File: config.mk
export PLATFORM = sky130hd
export DESIGN_NAME = ack_bus_arb_rr_flat
export DESIGN_NICKNAME = d
export VERILOG_FILES = /design/src/rtl/ack_bus_arb_rr_if.sv /design/src/rtl/ack_bus_arb_rr.sv /design/src/flat_wrapper.sv
export SDC_FILE = /design/constraint.sdc
export NUM_CORES = 1
export LEC_CHECK = 0
export BUFFER_PORTS_ARGS = -buffer_cell sky130_fd_sc_hd__buf_2
export CORE_MARGIN = 3
export CORE_UTILIZATION = 42
export CTS_CLUSTER_DIAMETER = 80
export DETAILED_ROUTE_END_ITERATION = 6
export GPL_ROUTABILITY_DRIVEN = 0
export MAX_ROUTING_LAYER = met4
export PLACE_DENSITY = 0.79
export SKIP_LAST_GASP = 1
export SLEW_MARGIN = 30
export SYNTH_ARGS = -nofsm -noshare
export SYNTH_HDL_FRONTEND = slang
export SYNTH_SLANG_ARGS = --single-unit
export TNS_END_PERCENT = 30
File: constraint.sdc
create_clock -name clk -period 1.6 [get_ports clk]
set_clock_uncertainty 0.15 [all_clocks]
set_input_delay 0.32 -clock clk [delete_from_list [all_inputs] [get_ports clk]]
set_output_delay 0.32 -clock clk [all_outputs]
set_load 0.005 [all_outputs]
File: src/rtl/ack_bus_arb_rr_if.sv
// ACK bus bundle between the arbiter (master) and the requesting modules (slave).
// ACK_ARB_STATS_EN adds the grant/timeout statistics counters to the bundle.
interface ack_bus_arb_rr_if #(
  parameter int unsigned NUM_SRC = 4,
  parameter int unsigned ID_W    = $clog2(NUM_SRC)
);
  logic [NUM_SRC-1:0] req;
  logic [NUM_SRC-1:0] done;
  logic [NUM_SRC-1:0] ack_ready;
  logic [ID_W-1:0]    winner_source_id;
  logic               ack_event;
  logic               bus_busy;
  logic               timeout_err;
`ifdef ACK_ARB_STATS_EN
  logic [15:0]        grant_count;
  logic [7:0]         timeout_count;

  modport master (
    input  req, done,
    output ack_ready, winner_source_id, ack_event, bus_busy, timeout_err,
           grant_count, timeout_count
  );
  modport slave (
    output req, done,
    input  ack_ready, winner_source_id, ack_event, bus_busy, timeout_err,
           grant_count, timeout_count
  );
`else
  modport master (
    input  req, done,
    output ack_ready, winner_source_id, ack_event, bus_busy, timeout_err
  );
  modport slave (
    output req, done,
    input  ack_ready, winner_source_id, ack_event, bus_busy, timeout_err
  );
`endif
endinterface

File: src/rtl/ack_bus_arb_rr.sv
// Shared ACK bus arbiter: fixed-priority or round-robin, hold timeout, one-cycle turnaround.
// Optional macro ACK_ARB_STATS_EN adds saturating grant_count / timeout_count outputs.
module ack_bus_arb_rr #(
  parameter int unsigned NUM_SRC  = 4,
  parameter int unsigned ID_W     = $clog2(NUM_SRC),
  parameter int unsigned RR_MODE  = 0,
  parameter int unsigned HOLD_MAX = 15,
  parameter int unsigned CNT_W    = (HOLD_MAX == 0) ? 1 : $clog2(HOLD_MAX + 1)
) (
  input  logic                clk,
  input  logic                rst,
  ack_bus_arb_rr_if.master    bus
);

  typedef enum logic [1:0] {
    ST_IDLE,
    ST_GRANT,
    ST_RELEASE
  } state_t;

  localparam logic [CNT_W-1:0] HOLD_LAST = (HOLD_MAX == 0) ? '0 : CNT_W'(HOLD_MAX - 1);
  localparam logic [ID_W-1:0]  LAST_ID   = ID_W'(NUM_SRC - 1);

  state_t             r_state;
  state_t             w_state_nxt;
  logic [NUM_SRC-1:0] r_ack_ready;
  logic [NUM_SRC-1:0] w_ack_ready_nxt;
  logic [ID_W-1:0]    r_winner;
  logic [ID_W-1:0]    w_winner_nxt;
  logic               r_ack_event;
  logic               w_ack_event_nxt;
  logic [CNT_W-1:0]   r_hold_cnt;
  logic [CNT_W-1:0]   w_hold_nxt;
  logic [ID_W-1:0]    r_rr_ptr;
  logic [ID_W-1:0]    w_rr_nxt;
  logic               w_timeout_err;

  logic [ID_W-1:0]    w_pick;
  logic               w_found;
  logic [31:0]        w_base;
  logic [31:0]        w_idx;
  logic               w_win_done;
  logic               w_win_req;
  logic               w_hold_hit;

  // Scan starts at rr_ptr in round-robin mode, at 0 otherwise; first set request wins.
  always_comb begin
    w_pick  = '0;
    w_found = 1'b0;
    w_idx   = '0;
    w_base  = (RR_MODE != 0) ? 32'(r_rr_ptr) : 32'd0;
    for (int unsigned k = 0; k < NUM_SRC; k++) begin
      w_idx = (w_base + k) % NUM_SRC;
      if (!w_found && bus.req[w_idx]) begin
        w_found = 1'b1;
        w_pick  = ID_W'(w_idx);
      end
    end
  end

  always_comb begin
    w_state_nxt     = r_state;
    w_ack_ready_nxt = r_ack_ready;
    w_winner_nxt    = r_winner;
    w_ack_event_nxt = 1'b0;
    w_hold_nxt      = r_hold_cnt;
    w_rr_nxt        = r_rr_ptr;
    w_timeout_err   = 1'b0;
    w_win_done      = bus.done[r_winner];
    w_win_req       = bus.req[r_winner];
    w_hold_hit      = (HOLD_MAX != 0) && (r_hold_cnt == HOLD_LAST);

    case (r_state)
      ST_IDLE: begin
        if (w_found) begin
          w_state_nxt             = ST_GRANT;
          w_ack_ready_nxt         = '0;
          w_ack_ready_nxt[w_pick] = 1'b1;
          w_winner_nxt            = w_pick;
          w_ack_event_nxt         = 1'b1;
          w_hold_nxt              = '0;
        end
      end
      ST_GRANT: begin
        if (r_hold_cnt != '1) w_hold_nxt = r_hold_cnt + 1'b1;
        // A real release (done or withdraw) in the timeout cycle suppresses the error pulse.
        if (w_win_done || !w_win_req || w_hold_hit) begin
          w_state_nxt     = ST_RELEASE;
          w_ack_ready_nxt = '0;
          w_timeout_err   = w_hold_hit && !w_win_done && w_win_req;
          if (RR_MODE != 0) w_rr_nxt = (r_winner == LAST_ID) ? '0 : r_winner + 1'b1;
        end
      end
      ST_RELEASE: w_state_nxt = ST_IDLE;
      default:    w_state_nxt = ST_IDLE;
    endcase
  end

  always_ff @(posedge clk) begin
    if (rst) begin
      r_state     <= ST_IDLE;
      r_ack_ready <= '0;
      r_winner    <= '0;
      r_ack_event <= 1'b0;
      r_hold_cnt  <= '0;
      r_rr_ptr    <= '0;
    end else begin
      r_state     <= w_state_nxt;
      r_ack_ready <= w_ack_ready_nxt;
      r_winner    <= w_winner_nxt;
      r_ack_event <= w_ack_event_nxt;
      r_hold_cnt  <= w_hold_nxt;
      r_rr_ptr    <= w_rr_nxt;
    end
  end

  assign bus.ack_ready        = r_ack_ready;
  assign bus.winner_source_id = r_winner;
  assign bus.ack_event        = r_ack_event;
  assign bus.bus_busy         = (r_state != ST_IDLE);
  assign bus.timeout_err      = w_timeout_err;

`ifdef ACK_ARB_STATS_EN
  logic [15:0] r_grant_count;
  logic [7:0]  r_timeout_count;

  always_ff @(posedge clk) begin
    if (rst) begin
      r_grant_count   <= '0;
      r_timeout_count <= '0;
    end else begin
      if (r_ack_event && (r_grant_count != '1))     r_grant_count   <= r_grant_count + 1'b1;
      if (w_timeout_err && (r_timeout_count != '1)) r_timeout_count <= r_timeout_count + 1'b1;
    end
  end

  assign bus.grant_count   = r_grant_count;
  assign bus.timeout_count = r_timeout_count;
`endif

endmodule

File: src/flat_wrapper.sv
// flat-port wrapper written by rule: the top's interface ports become plain ports
module ack_bus_arb_rr_flat 
#(
  parameter int unsigned NUM_SRC  = 4,
  parameter int unsigned ID_W     = $clog2(NUM_SRC),
  parameter int unsigned RR_MODE  = 0,
  parameter int unsigned HOLD_MAX = 15,
  parameter int unsigned CNT_W    = (HOLD_MAX == 0) ? 1 : $clog2(HOLD_MAX + 1)
)
  (clk, rst, bus_req, bus_done, bus_ack_ready, bus_winner_source_id, bus_ack_event, bus_bus_busy, bus_timeout_err);
  ack_bus_arb_rr_if #(.NUM_SRC(NUM_SRC), .ID_W(ID_W)) bus_i ();
  input  logic clk;
  input  logic rst;
  input wire logic [$bits(bus_i.req)-1:0] bus_req;
  input wire logic [$bits(bus_i.done)-1:0] bus_done;
  output wire logic [$bits(bus_i.ack_ready)-1:0] bus_ack_ready;
  output wire logic [$bits(bus_i.winner_source_id)-1:0] bus_winner_source_id;
  output wire logic [$bits(bus_i.ack_event)-1:0] bus_ack_event;
  output wire logic [$bits(bus_i.bus_busy)-1:0] bus_bus_busy;
  output wire logic [$bits(bus_i.timeout_err)-1:0] bus_timeout_err;
  assign bus_i.req = bus_req;
  assign bus_i.done = bus_done;
  assign bus_ack_ready = bus_i.ack_ready;
  assign bus_winner_source_id = bus_i.winner_source_id;
  assign bus_ack_event = bus_i.ack_event;
  assign bus_bus_busy = bus_i.bus_busy;
  assign bus_timeout_err = bus_i.timeout_err;
  ack_bus_arb_rr #(.NUM_SRC(NUM_SRC), .ID_W(ID_W), .RR_MODE(RR_MODE), .HOLD_MAX(HOLD_MAX), .CNT_W(CNT_W)) u_core (.clk(clk), .rst(rst), .bus(bus_i));
endmodule
==> metrics.log <==
INFO  metric clock_sinks = 13
INFO  metric synth-seq-cells = 13
INFO  metric count_of_warnings_emitted_by_yosys = 0
INFO  metric worstSkewPairLatency = about 0.28 ns
INFO  metric clock_tree.buffer_depth = 2
INFO  metric finalWorstPathRequiredPeriod = between 1.5 and 2 ns
INFO  metric violated_checks = setup timing
INFO  metric number_of_antenna_violations_at_the_first_check_in_global_routing = 0
INFO  metric cellLeakagePower = just under 0.4 nW
INFO  metric grt_pass1_wl = 2.74 mm
INFO  metric cts_buffers = 3
INFO  metric hold_bufs_inserted_after_cts = 0
INFO  metric highest-signal-layer = met4
INFO  metric detail_route.first_pass.iterations = 4
INFO  metric route.detailed.wl_per_inst = between 10 and 15 um
INFO  metric portBuffers = 18
INFO  metric average_cell_area_after_synthesis = just under 9 sq um
INFO  metric grt-ovfl-total = 0
INFO  metric rows = 14
INFO  metric cts-htree-levels = 1
INFO  metric met1Wirelength = approximately 800 um
INFO  metric die_w = about 47 um
INFO  metric layout_cell_share_with_drive_strength_beyond_1 = between 30 and 40%
INFO  metric relative_slew_slack = about three quarters
INFO  metric clk_pin_slew = 0.08 ns
INFO  metric core = ~1500 sq um
INFO  metric maxCapViolations = 0
INFO  metric grt_start_max_net_pins = 15
INFO  metric detailed_place_hpwl = 1.32 mm
INFO  metric drtIter0Drc = 17
INFO  metric worst-setup-path-type = register to primary output
INFO  metric worst_setup_path_start_kind = register
INFO  metric achievable-frequency = 528 MHz
INFO  metric flow.area_growth_from_synthesis = 33.6%
INFO  metric die_height = roughly 47 um
INFO  metric layout.core_utilization = 60.7%
INFO  metric synth_area = just under 700 sq um
INFO  metric synth.top_cell.area_share = between 30% and 40%
INFO  metric first_global_vias = ~630
INFO  metric area_taken_by_multi_input_logic_gates = just over 400 sq um
INFO  metric met3WireLength = between 100 and 150 um
INFO  metric detail-route-antenna-nets = 0
INFO  metric outcome = complete, but fails checks
INFO  metric synthCells = slightly below 80
INFO  metric fin_ws = -0.294 ns
INFO  metric final.period_utilization = 118%
INFO  metric synth-seq-area-share = a little under two fifths
INFO  metric finalMaxSlewViolations = 0
INFO  metric cts_tree = yes
INFO  metric timing_hold_violations_final = 0
INFO  metric crit_required = 1.13 ns
INFO  metric routed_wirelength = approximately 1.8 mm
INFO  metric power_per_cell_area = about 850 nW/um^2
INFO  metric irDropWorstVdd = 0.540 mV
INFO  metric synthTopCellsByArea = dfxtp_1 (38%), a21oi_1 (6.5%), nor2b_1 (4.5%), nor2_1 (4.3%), a311oi_1 (3.8%)
INFO  metric timing_worst_slew_pin_value = about 0.35 ns
INFO  metric setup_violations = 1
INFO  metric critPathCaptureType = primary output
INFO  metric yosys.area.top_type = dfxtp_1
INFO  metric rsz0062_at_grt = yes
INFO  metric floorplan.initialDensity = a little under half
INFO  metric via_per_inst = between 5 and 6
INFO  metric ioPinCount = 19
INFO  metric antenna_cells_inserted = 0
INFO  metric critPathMaxFanout = 2
INFO  metric post-place-cells = 122
INFO  metric fillCellCount = between 100 and 150
INFO  metric met2WireLength = 825 um
INFO  metric finish.net_count = 125
INFO  metric sequential_cell_area = between 200 and 300 sq um
INFO  metric cp_data_arrival_time = between 1 and 1.5 ns
INFO  metric grtUsageTotal = between 15 and 20%
INFO  metric drcViolationCount = 0
INFO  metric number_of_standard_cells_in_the_final_layout_excluding_fillers = between 100 and 150
INFO  metric netlist-cell-type-count = 33
INFO  metric synth.net_count = 90
INFO  metric fp.dieArea = 2170 sq um
INFO  metric clock_tree.root_cell = clkbuf_4
INFO  metric hold_class = primary input to register
INFO  metric dr_total_vias = roughly 710
[cell usage after synthesis]
library cell,n
a2111oi_1,1
a2111oi_2,1
a211oi_1,1
a211oi_2,1
a21boi_1,1
a21o_1,2
a21oi_1,9
a21oi_2,1
a311oi_1,3
a31o_1,1
a31oi_1,1
and2_1,1
clkbuf_1,1
dfxtp_1,13
ha_1,2
inv_1,3
inv_2,1
mux4_2,1
nand2_1,4
nand2b_1,3
nand3_1,2
nand4_1,2
nand4_2,1
nor2_1,8
nor2_4,1
nor2b_1,5
nor3_1,1
nor3_2,1
nor3b_1,1
nor4_1,1
o21ai_1,1
o32ai_1,1
or3_1,2
[cells in the final DEF (no fill, tap or decap), types with 2 or more instances in the layout]
cell type	instances
buf_2	18
buf_4	13
dfxtp_1	11
a21oi_1	9
nor2_1	8
nor2b_1	5
nand2_1	4
inv_1	3
nand2b_1	3
a311oi_1	3
clkbuf_4	3
nand3_1	2
a21o_1	2
nand4_1	2
or3_1	2
ha_1	2
dfxtp_2	2
[state kept, by name, indices dropped and copies added, names as in the netlist]
register,cells
u_core.bus.winner_source_id,2
u_core.bus.ack_ready,4
u_core.bus.ack_event,1
u_core.r_state,2
u_core.r_hold_cnt,4
[critical path, stage by stage, from the launching register on]
cell and delay (ns):
dfxtp_2 0.35, mux4_2 0.51, nor3b_1 0.16, buf_2 0.12
[report_power, final]
group	internal (W)	total, W	switching [W]
Combinational	0.000102	0.000200	0.0000979
Clock	0.0000968	0.000212	0.000116
Sequential	0.000346	0.000370	0.0000235
Total	0.000544	0.000781	0.000237
[stage by stage]
| stage | worst slack [ns] | setup TNS (ns) | hold slack (ns) | instance area (sq um) | power (W) |
|---|---|---|---|---|---|
| final | -0.294 | -0.294 | 0.244 | 925 | 0.000781 |
| after global routing | -0.336 | -0.674 | 0.275 | 925 | 0.000830 |
| after CTS | -0.305 | -0.333 | 0.245 | 908 | 0.000777 |
| after detailed placement | -0.181 | -0.868 | 0.335 | 881 | 0.000566 |
| after global placement | -0.156 | -0.698 | 0.322 | 881 | 0.000561 |
| after floorplan | 0.0600 | 0 | 0.239 | 692 | 0.000475 |
[cell families after synthesis]
kind of cell             synth area share [%]
adder cells (fa/ha/maj)                  3.62
flip-flops                               37.6
AND/OR/NAND/NOR                          27.3
buffers and inverters                    2.71
AO/OA/AOI/OAI                            25.5
multiplexers                             3.25
[timing repair]
item	in CTS	in global routing
setup endpoints to repair	4	8
resized for setup	1	1
setup buffers	0	2
pin swaps	0	1
[final timing paths]
path / to / slack (ns) / startpoint / cells after the start
worst max register to register: u_core.r_hold_cnt[3] / 0.03 / u_core.r_hold_cnt[0] / 5
worst max-delay path: bus_timeout_err / -0.29 / u_core.bus.winner_source_id[1] / 3
worst min register to register: u_core.r_hold_cnt[0] / 0.35 / u_core.r_hold_cnt[0] / 1
worst min-delay path: u_core.bus.ack_event / 0.24 / rst / 2
[metal layers]
layer  up-vias  track usage, %
met1       317            24.5
li1        362               -
met3         5            3.91
met5         -               -
met4         0            9.09
met2        21            25.8
[cell type report]
type	instances	area share [%]
clock buffers	4	2.84
well taps	16	2.17
flip-flops and latches	13	28.4
multi-input cells	60	44.7
repair buffers	31	20.3
inverters	4	1.62
Note: power is estimated with default switching activity, not from simulation.
